`config.mk`:
```
export PLATFORM = sky130hd
export DESIGN_NAME = icache_assoc
export DESIGN_NICKNAME = d
export VERILOG_FILES = /design/src/rtl/cpu_types_pkg.sv /design/src/rtl/icache_way.sv /design/src/rtl/icache_assoc.sv
export SDC_FILE = /design/constraint.sdc
export NUM_CORES = 2
export LEC_CHECK = 0
export CAP_MARGIN = 25
export CORE_ASPECT_RATIO = 0.5
export CORE_UTILIZATION = 35
export DETAILED_ROUTE_END_ITERATION = 6
export PLACE_DENSITY = 0.49
export RECOVER_POWER = 50
export SETUP_SLACK_MARGIN = 0.4
export SYNTH_ARGS = -nofsm -noshare
export SYNTH_HDL_FRONTEND = slang
export SYNTH_SLANG_ARGS = --single-unit
```
`constraint.sdc`:
```
create_clock -name CLK -period 11.65 [get_ports CLK]
set_input_delay 2.33 -clock CLK [delete_from_list [all_inputs] [get_ports CLK]]
set_output_delay 2.33 -clock CLK [all_outputs]
set_load 0.02 [all_outputs]
```
`src/rtl/cpu_types_pkg.sv`:
```
// Shared types and default sizing for the instruction cache and its neighbours.
package cpu_types_pkg;

   typedef logic [31:0] word_t;

   typedef enum logic {
      IDLE = 1'b0,
      FILL = 1'b1
   } icache_fsm_t;

   localparam int ICACHE_SETS        = 8;
   localparam int ICACHE_WAYS        = 2;
   localparam int ICACHE_BLOCK_WORDS = 2;
   localparam int ICACHE_CNT_W       = 32;

   // Bit width needed to index n items, never less than one bit so ports stay legal.
   function automatic int clog2Min1(input int n);
      return (n > 1) ? $clog2(n) : 1;
   endfunction

endpackage

```
`src/rtl/icache_way.sv`:
```
// One way of the instruction cache: valid bits, tags and block data for every set.
// Reads are asynchronous so the lookup completes in the request cycle.
module icache_way
   import cpu_types_pkg::*;
#(
   parameter int SETS        = ICACHE_SETS,
   parameter int BLOCK_WORDS = ICACHE_BLOCK_WORDS,
   parameter int IDX_W       = 3,
   parameter int OFF_W       = 1,
   parameter int TAG_W       = 26
) (
   input  logic             CLK,
   input  logic             nRST,
   input  logic [IDX_W-1:0] rdIdx_i,
   input  logic [OFF_W-1:0] rdOff_i,
   output logic             rdValid_o,
   output logic [TAG_W-1:0] rdTag_o,
   output word_t            rdData_o,
   input  logic [IDX_W-1:0] wrIdx_i,
   input  logic             wordWrEn_i,
   input  logic [OFF_W-1:0] wrOff_i,
   input  word_t            wrData_i,
   input  logic             tagWrEn_i,
   input  logic [TAG_W-1:0] wrTag_i,
   input  logic             invEn_i,
   input  logic             flush_i
);

   logic [SETS-1:0]  valid_q;
   logic [TAG_W-1:0] tag_q  [SETS];
   word_t            data_q [SETS][BLOCK_WORDS];

   assign rdValid_o = valid_q[rdIdx_i];
   assign rdTag_o   = tag_q[rdIdx_i];
   assign rdData_o  = data_q[rdIdx_i][rdOff_i];

   // Valid and tag state; a flush wins over any install so a flushed fill never appears.
   always_ff @(posedge CLK or negedge nRST) begin
      if (!nRST) begin
         valid_q <= '0;
         for (int s = 0; s < SETS; s++) begin
            tag_q[s] <= '0;
         end
      end else if (flush_i) begin
         valid_q <= '0;
      end else begin
         if (invEn_i) begin
            valid_q[wrIdx_i] <= 1'b0;
         end
         if (tagWrEn_i) begin
            valid_q[wrIdx_i] <= 1'b1;
            tag_q[wrIdx_i]   <= wrTag_i;
         end
      end
   end

   // Block data is plain storage; its contents only matter once the line is valid.
   always_ff @(posedge CLK) begin
      if (wordWrEn_i) begin
         data_q[wrIdx_i][wrOff_i] <= wrData_i;
      end
   end

endmodule

```
`src/rtl/icache_assoc.sv`:
```
// Set-associative multi-word-block instruction cache between fetch and the memory arbiter.
// Hits are answered combinationally; misses refill a whole block word by word.
module icache_assoc
   import cpu_types_pkg::*;
#(
   parameter int SETS        = ICACHE_SETS,
   parameter int WAYS        = ICACHE_WAYS,
   parameter int BLOCK_WORDS = ICACHE_BLOCK_WORDS,
   parameter int CNT_W       = ICACHE_CNT_W
) (
   input  logic             CLK,
   input  logic             nRST,
   input  logic             imemREN,
   input  logic [31:0]      imemaddr,
   output logic             ihit,
   output logic [31:0]      imemload,
   input  logic             iflush,
   output logic             iREN,
   output logic [31:0]      iaddr,
   input  logic             iwait,
   input  logic [31:0]      iload,
   output logic [CNT_W-1:0] hit_cnt,
   output logic [CNT_W-1:0] miss_cnt
);

   localparam int BOFF  = $clog2(BLOCK_WORDS);
   localparam int OFF_W = clog2Min1(BLOCK_WORDS);
   localparam int IDX_W = $clog2(SETS);
   localparam int TAG_W = 30 - BOFF - IDX_W;
   localparam int WAY_W = clog2Min1(WAYS);
   localparam logic [OFF_W-1:0] LAST_WC = OFF_W'(BLOCK_WORDS - 1);

   icache_fsm_t      state_q;
   logic [TAG_W-1:0] fillTag_q;
   logic [IDX_W-1:0] fillIdx_q;
   logic [OFF_W-1:0] wc_q;
   logic [WAY_W-1:0] victim_q;
   logic [SETS-1:0]  lru_q;
   logic [CNT_W-1:0] hitCnt_q;
   logic [CNT_W-1:0] missCnt_q;

   logic [TAG_W-1:0] reqTag;
   logic [IDX_W-1:0] reqIdx;
   logic [OFF_W-1:0] reqOff;

   logic [WAYS-1:0]  wayValid;
   logic [TAG_W-1:0] wayTag  [WAYS];
   word_t            wayData [WAYS];

   logic             lookupHit;
   logic [WAY_W-1:0] hitWay;
   word_t            hitData;
   logic [WAY_W-1:0] victimSel;
   logic             foundInvalid;

   logic             fillWord;
   logic             lastWord;
   logic             missStart;
   logic             hitEvent;
   logic [IDX_W-1:0] wrIdx;
   logic [WAYS-1:0]  wordWrEn;
   logic [WAYS-1:0]  tagWrEn;
   logic [WAYS-1:0]  invEn;
   word_t            fillAddr;

   assign reqOff = OFF_W'((imemaddr >> 2) & word_t'(BLOCK_WORDS - 1));
   assign reqIdx = IDX_W'((imemaddr >> (2 + BOFF)) & word_t'(SETS - 1));
   assign reqTag = TAG_W'(imemaddr >> (2 + BOFF + IDX_W));

   // Tag compare across all ways; at most one way can match a given tag.
   always_comb begin
      lookupHit = 1'b0;
      hitWay    = '0;
      hitData   = '0;
      for (int w = 0; w < WAYS; w++) begin
         if (wayValid[w] && (wayTag[w] == reqTag)) begin
            lookupHit = 1'b1;
            hitWay    = WAY_W'(w);
            hitData   = wayData[w];
         end
      end
   end

   // Replacement choice: lowest-numbered invalid way, else the way the LRU bit names.
   always_comb begin
      victimSel    = '0;
      foundInvalid = 1'b0;
      for (int w = 0; w < WAYS; w++) begin
         if (!wayValid[w] && !foundInvalid) begin
            victimSel    = WAY_W'(w);
            foundInvalid = 1'b1;
         end
      end
      if (!foundInvalid && (WAYS > 1)) begin
         victimSel = WAY_W'(lru_q[reqIdx]);
      end
   end

   assign hitEvent  = (state_q == IDLE) && imemREN && lookupHit;
   assign missStart = (state_q == IDLE) && imemREN && !lookupHit && !iflush;
   assign fillWord  = (state_q == FILL) && !iwait && !iflush;
   assign lastWord  = fillWord && (wc_q == LAST_WC);
   assign wrIdx     = (state_q == IDLE) ? reqIdx : fillIdx_q;

   // Per-way write strobes: invalidate the victim at miss time, fill it word by word, install on the last word.
   always_comb begin
      wordWrEn = '0;
      tagWrEn  = '0;
      invEn    = '0;
      for (int w = 0; w < WAYS; w++) begin
         wordWrEn[w] = fillWord  && (victim_q  == WAY_W'(w));
         tagWrEn[w]  = lastWord  && (victim_q  == WAY_W'(w));
         invEn[w]    = missStart && (victimSel == WAY_W'(w));
      end
   end

   for (genvar g = 0; g < WAYS; g++) begin : gWay
      icache_way #(
         .SETS        (SETS),
         .BLOCK_WORDS (BLOCK_WORDS),
         .IDX_W       (IDX_W),
         .OFF_W       (OFF_W),
         .TAG_W       (TAG_W)
      ) uWay (
         .CLK        (CLK),
         .nRST       (nRST),
         .rdIdx_i    (reqIdx),
         .rdOff_i    (reqOff),
         .rdValid_o  (wayValid[g]),
         .rdTag_o    (wayTag[g]),
         .rdData_o   (wayData[g]),
         .wrIdx_i    (wrIdx),
         .wordWrEn_i (wordWrEn[g]),
         .wrOff_i    (wc_q),
         .wrData_i   (iload),
         .tagWrEn_i  (tagWrEn[g]),
         .wrTag_i    (fillTag_q),
         .invEn_i    (invEn[g]),
         .flush_i    (iflush)
      );
   end

   // Refill word address rebuilt from the latched tag, set and word counter.
   always_comb begin
      fillAddr = (word_t'(fillTag_q) << (2 + BOFF + IDX_W))
               | (word_t'(fillIdx_q) << (2 + BOFF))
               | (word_t'(wc_q) << 2);
   end

   assign ihit     = hitEvent;
   assign imemload = hitEvent ? hitData : '0;
   assign iREN     = (state_q == FILL);
   assign iaddr    = (state_q == FILL) ? fillAddr : '0;
   assign hit_cnt  = hitCnt_q;
   assign miss_cnt = missCnt_q;

   // Refill controller and LRU bits; a flush aborts any fill and clears LRU in the same edge.
   always_ff @(posedge CLK or negedge nRST) begin
      if (!nRST) begin
         state_q   <= IDLE;
         fillTag_q <= '0;
         fillIdx_q <= '0;
         wc_q      <= '0;
         victim_q  <= '0;
         lru_q     <= '0;
      end else if (iflush) begin
         state_q <= IDLE;
         lru_q   <= '0;
      end else begin
         case (state_q)
            IDLE: begin
               if (imemREN) begin
                  if (lookupHit) begin
                     lru_q[reqIdx] <= (hitWay == '0);
                  end else begin
                     fillTag_q <= reqTag;
                     fillIdx_q <= reqIdx;
                     wc_q      <= '0;
                     victim_q  <= victimSel;
                     state_q   <= FILL;
                  end
               end
            end
            FILL: begin
               if (!iwait) begin
                  if (wc_q == LAST_WC) begin
                     lru_q[fillIdx_q] <= (victim_q == '0);
                     state_q          <= IDLE;
                  end else begin
                     wc_q <= wc_q + 1'b1;
                  end
               end
            end
            default: state_q <= IDLE;
         endcase
      end
   end

   // Saturating statistics; flushes leave them alone, only reset clears them.
   always_ff @(posedge CLK or negedge nRST) begin
      if (!nRST) begin
         hitCnt_q  <= '0;
         missCnt_q <= '0;
      end else begin
         if (hitEvent && (hitCnt_q != '1)) begin
            hitCnt_q <= hitCnt_q + 1'b1;
         end
         if (missStart && (missCnt_q != '1)) begin
            missCnt_q <= missCnt_q + 1'b1;
         end
      end
   end

endmodule

```
==> impl_metrics.ini <==
[sta]
worst_slack_ps = 1550
fmaxAchievable_ghz = 0.0990
hold_violations = 0
tmin_final_ps = 10100
skew_ps = 32.6
setup_total_negative_slack_ps = 0
pin_slew_with_the_least_headroom_to_its_limit_ps = 4680
final-max-slew-violation-count = 385
post_route_fraction_of_the_period_consumed_by_the_critical_path = 0.867
setup-violations-final = 0
max-slew-margin-rel = -2.12
grt_setup_unrepaired = no

[floorplan]
die-width_um = 612
floorplan.rows = 111
chipHeight_um = 307
placeableCoreArea_um2 = 184000
initial_core_util = 0.354
floorplan.io_pins = 199
floorplan.die_area_um2 = 188000

[clock_tree]
number_of_buffers_inserted_by_post_cts_setup_repair = 0
cts.repair.resized = 0
number_of_hold_buffers_added_after_cts = 0
tritoncts = yes
clock-sinks = 1560
cts_buffer_depth = 3
clkTransAtPathRegs_ps = 60
clk_root_buffer_cell = clkbuf_16
worst_skew_pair_later_pin_latency_ps = 810
htreeDepth = 4
cts_buffers = 155

[placed_design]
port_buffers = 194
postPlaceCellArea_um2 = 70000
gp_congestion = 0.861
worst_setup_timing_slack_at_the_placement_stage_ps = 1550
place.detailed.hpwl_um = 121000

[setup_path]
cp_slowest_stage_delay_ps = 690
timing.critical_path.max_delay_family = simple AND/OR/NAND/NOR gates
reg2reg_setup_slack_ps = 6550
crit_path_cell_trace = buf_8, or2_2, o22ai_1, or3_1, a21o_1, or4_1, nor4_4, buf_4, buf_4, nor3_1, nor3_1, clkdlybuf4s50_1
crit_type = input port to primary output
crit_buf_inv = 4
cp_slowest_cell = clkdlybuf4s50_1
wp_data_arrival_ps = 7770
crit_required_ps = 9320
worstPathMaxFanout = 77
endpoint_kind = primary output
worstSetupStartpointType = input port

[final_layout]
area_growth_pct = 15.3
layout.cells.most_common = edfxtp_1
drive_gt1_frac = 0.156
fill_cell_instance_count_of_the_final_layout = 17000
layout.nets = 4993
finish.instance_area_um2 = 75000
layout_common_cells = 1024 x edfxtp_1, 968 x nand2_1, 535 x dfrtp_1

[logic_synthesis]
ys.flop_type = edfxtp_1
area_fraction_of_the_dominant_cell_type_after_synthesis = 0.473
asyncSetResetFlopFracSynth = 0.344
synth_largest_area_cell = edfxtp_1
synth_cell_type_count = 77
syn_area_um2 = 65000
yosys_register_bits = 1560
synth.yosys.seq_area_share = 0.679
synth.yosys.warnings = 0
syn-mean-instance-area_um2 = 13.7
synthTopCellsByArea = edfxtp_1 47%, dfrtp_1 21%, nand2_1 5.6%, mux2_2 4.8%, mux4_2 3.9%
synth_edf_count = 1024
postSynthCellCount = 4756

[routing]
vias = 42200
wl_um = 221000
first_drt_iteration_drcs = 4242
antenna_viol_nets_final = 0
wl_per_cell_um = 29.4
vias_per_cell = 5.60
post-route-drc-count = 2
drt_pass1_iterations = 7

[global_route]
number_of_antenna_violations_at_the_first_check_in_global_routing = 15
first_global_vias = 42700
maximum_number_of_pins_on_one_net_before_global_route_repair = 167
wire_length_of_the_first_global_routing_pass_um = 315000
globalRouteOverflowTotal = 0
track_usage = 0.234

[flow_run]
reported_max_cap_violation_count = 4

[min_path]
hp-class = register to register

[pwr]
total_power_mw = 12.1
ir_drop_mv = 0.162
leakage_nw = 28.8
power_per_cell_area_nw_per_um2 = 162

[status]
violations_in_the_final_reports = design-rule violations, max-capacitance violations, max-slew violations
status = finished, violations left
==> where the power goes <==
group	switching, mW	total [mW]	internal [mW]
Combinational	0.560	0.897	0.337
Clock	2.24	5.01	2.77
Sequential	0.181	6.24	6.06
==> routing by layer <==
metal	routed length, um	track usage
met1	98600	0.332
met2	103000	0.375
met3	13700	0.0341
met4	5490	0.0665
met5	0	0
==> state kept, by name, summed over array words and instances (netlist names) <==
name and count:
gWay.uWay.tag_q 416, gWay.uWay.valid_q 16, lru_q 8, fillTag_q 26
victim_q 1, iREN 1, miss_cnt 32, wc_q 1
gWay.uWay.data_q 1024, hit_cnt 32, fillIdx_q 3
==> worst register-to-register path, stage by stage, from the launching register on <==
cell     delay, ps
dfrtp_1        390
mux4_2         470
mux2i_1        370
xor2_1         340
or4bb_1        420
or4_1          470
nor4_4         550
buf_4          520
and4b_4        380
buf_4          360
and2_1         360
mux2_1         320
==> path summary, 6_finish.rpt <==
kind / startpoint / end / cells past startpoint
min reg2reg: gWay[1].uWay.tag_q[189] / gWay[1].uWay.tag_q[189] / 2
max in group asynchronous: nRST / hit_cnt[29] / 4
max: imemaddr[5] / imemload[31] / 12
min in group asynchronous: nRST / gWay[0].uWay.tag_q[12] / 1
min: gWay[1].uWay.tag_q[189] / gWay[1].uWay.tag_q[189] / 2
max reg2reg: gWay[1].uWay.tag_q[92] / miss_cnt[1] / 11
==> cell families (layout without fill, tap and decap cells) <==
kind of cell               count (synthesis)  count (layout)  share of synthesized area
xor gates and xnor gates                  91              91                     0.0123
AOI/OAI and AO/OA                        698             698                     0.0703
other                                      1               7                  0.0000577
buffers and inverters                    363             651                     0.0236
and+or+nand+nor                         1445            1445                     0.0949
muxes                                    596             596                      0.119
DFF                                     1560            1560                      0.679
adders and majority gates                  2               2                   0.000385
==> cells in the mapped netlist (29+ instances only) <==
| cell | count |
|---|---|
| mux2_1 | 40 |
| edfxtp_1 | 1024 |
| buf_1 | 45 |
| nand4_1 | 31 |
| nand2_1 | 970 |
| clkbuf_1 | 222 |
| nand3_1 | 39 |
| xnor2_1 | 59 |
| a22oi_1 | 29 |
| and2_1 | 36 |
| buf_2 | 34 |
| o21ai_0 | 113 |
| mux2_2 | 275 |
| dfrtp_1 | 536 |
| o22ai_1 | 198 |
| nor2_1 | 184 |
| mux2i_1 | 169 |
| a211oi_1 | 55 |
| nor3_1 | 51 |
| o221ai_1 | 38 |
| xor2_1 | 32 |
| a21oi_1 | 124 |
| nor4_1 | 34 |
| mux4_2 | 112 |
==> metrics by stage <==
| step | hold slack [ps] | std cells | util |
|---|---|---|---|
| after floorplan | 439 | 4757 | - |
| after global placement | 454 | 7233 | 0.380 |
| after detailed placement | 458 | 7236 | 0.381 |
| after CTS | 473 | 7516 | 0.408 |
| after global routing | 482 | 7532 | 0.408 |
| final | 470 | 7536 | 0.408 |
==> layout make-up <==
cell class / count / area (um2) / area share
antenna: 5 / 12.5 / 0.000167
clock buffer: 210 / 4230 / 0.0564
clock inverter: 70 / 756 / 0.0101
inverter: 36 / 156 / 0.00209
multi-input combinational: 2834 / 19500 / 0.260
sequential: 1560 / 44200 / 0.589
tap: 2486 / 3110 / 0.0415
timing repair buffer: 335 / 3040 / 0.0405
(Power assumes the default switching activity.)
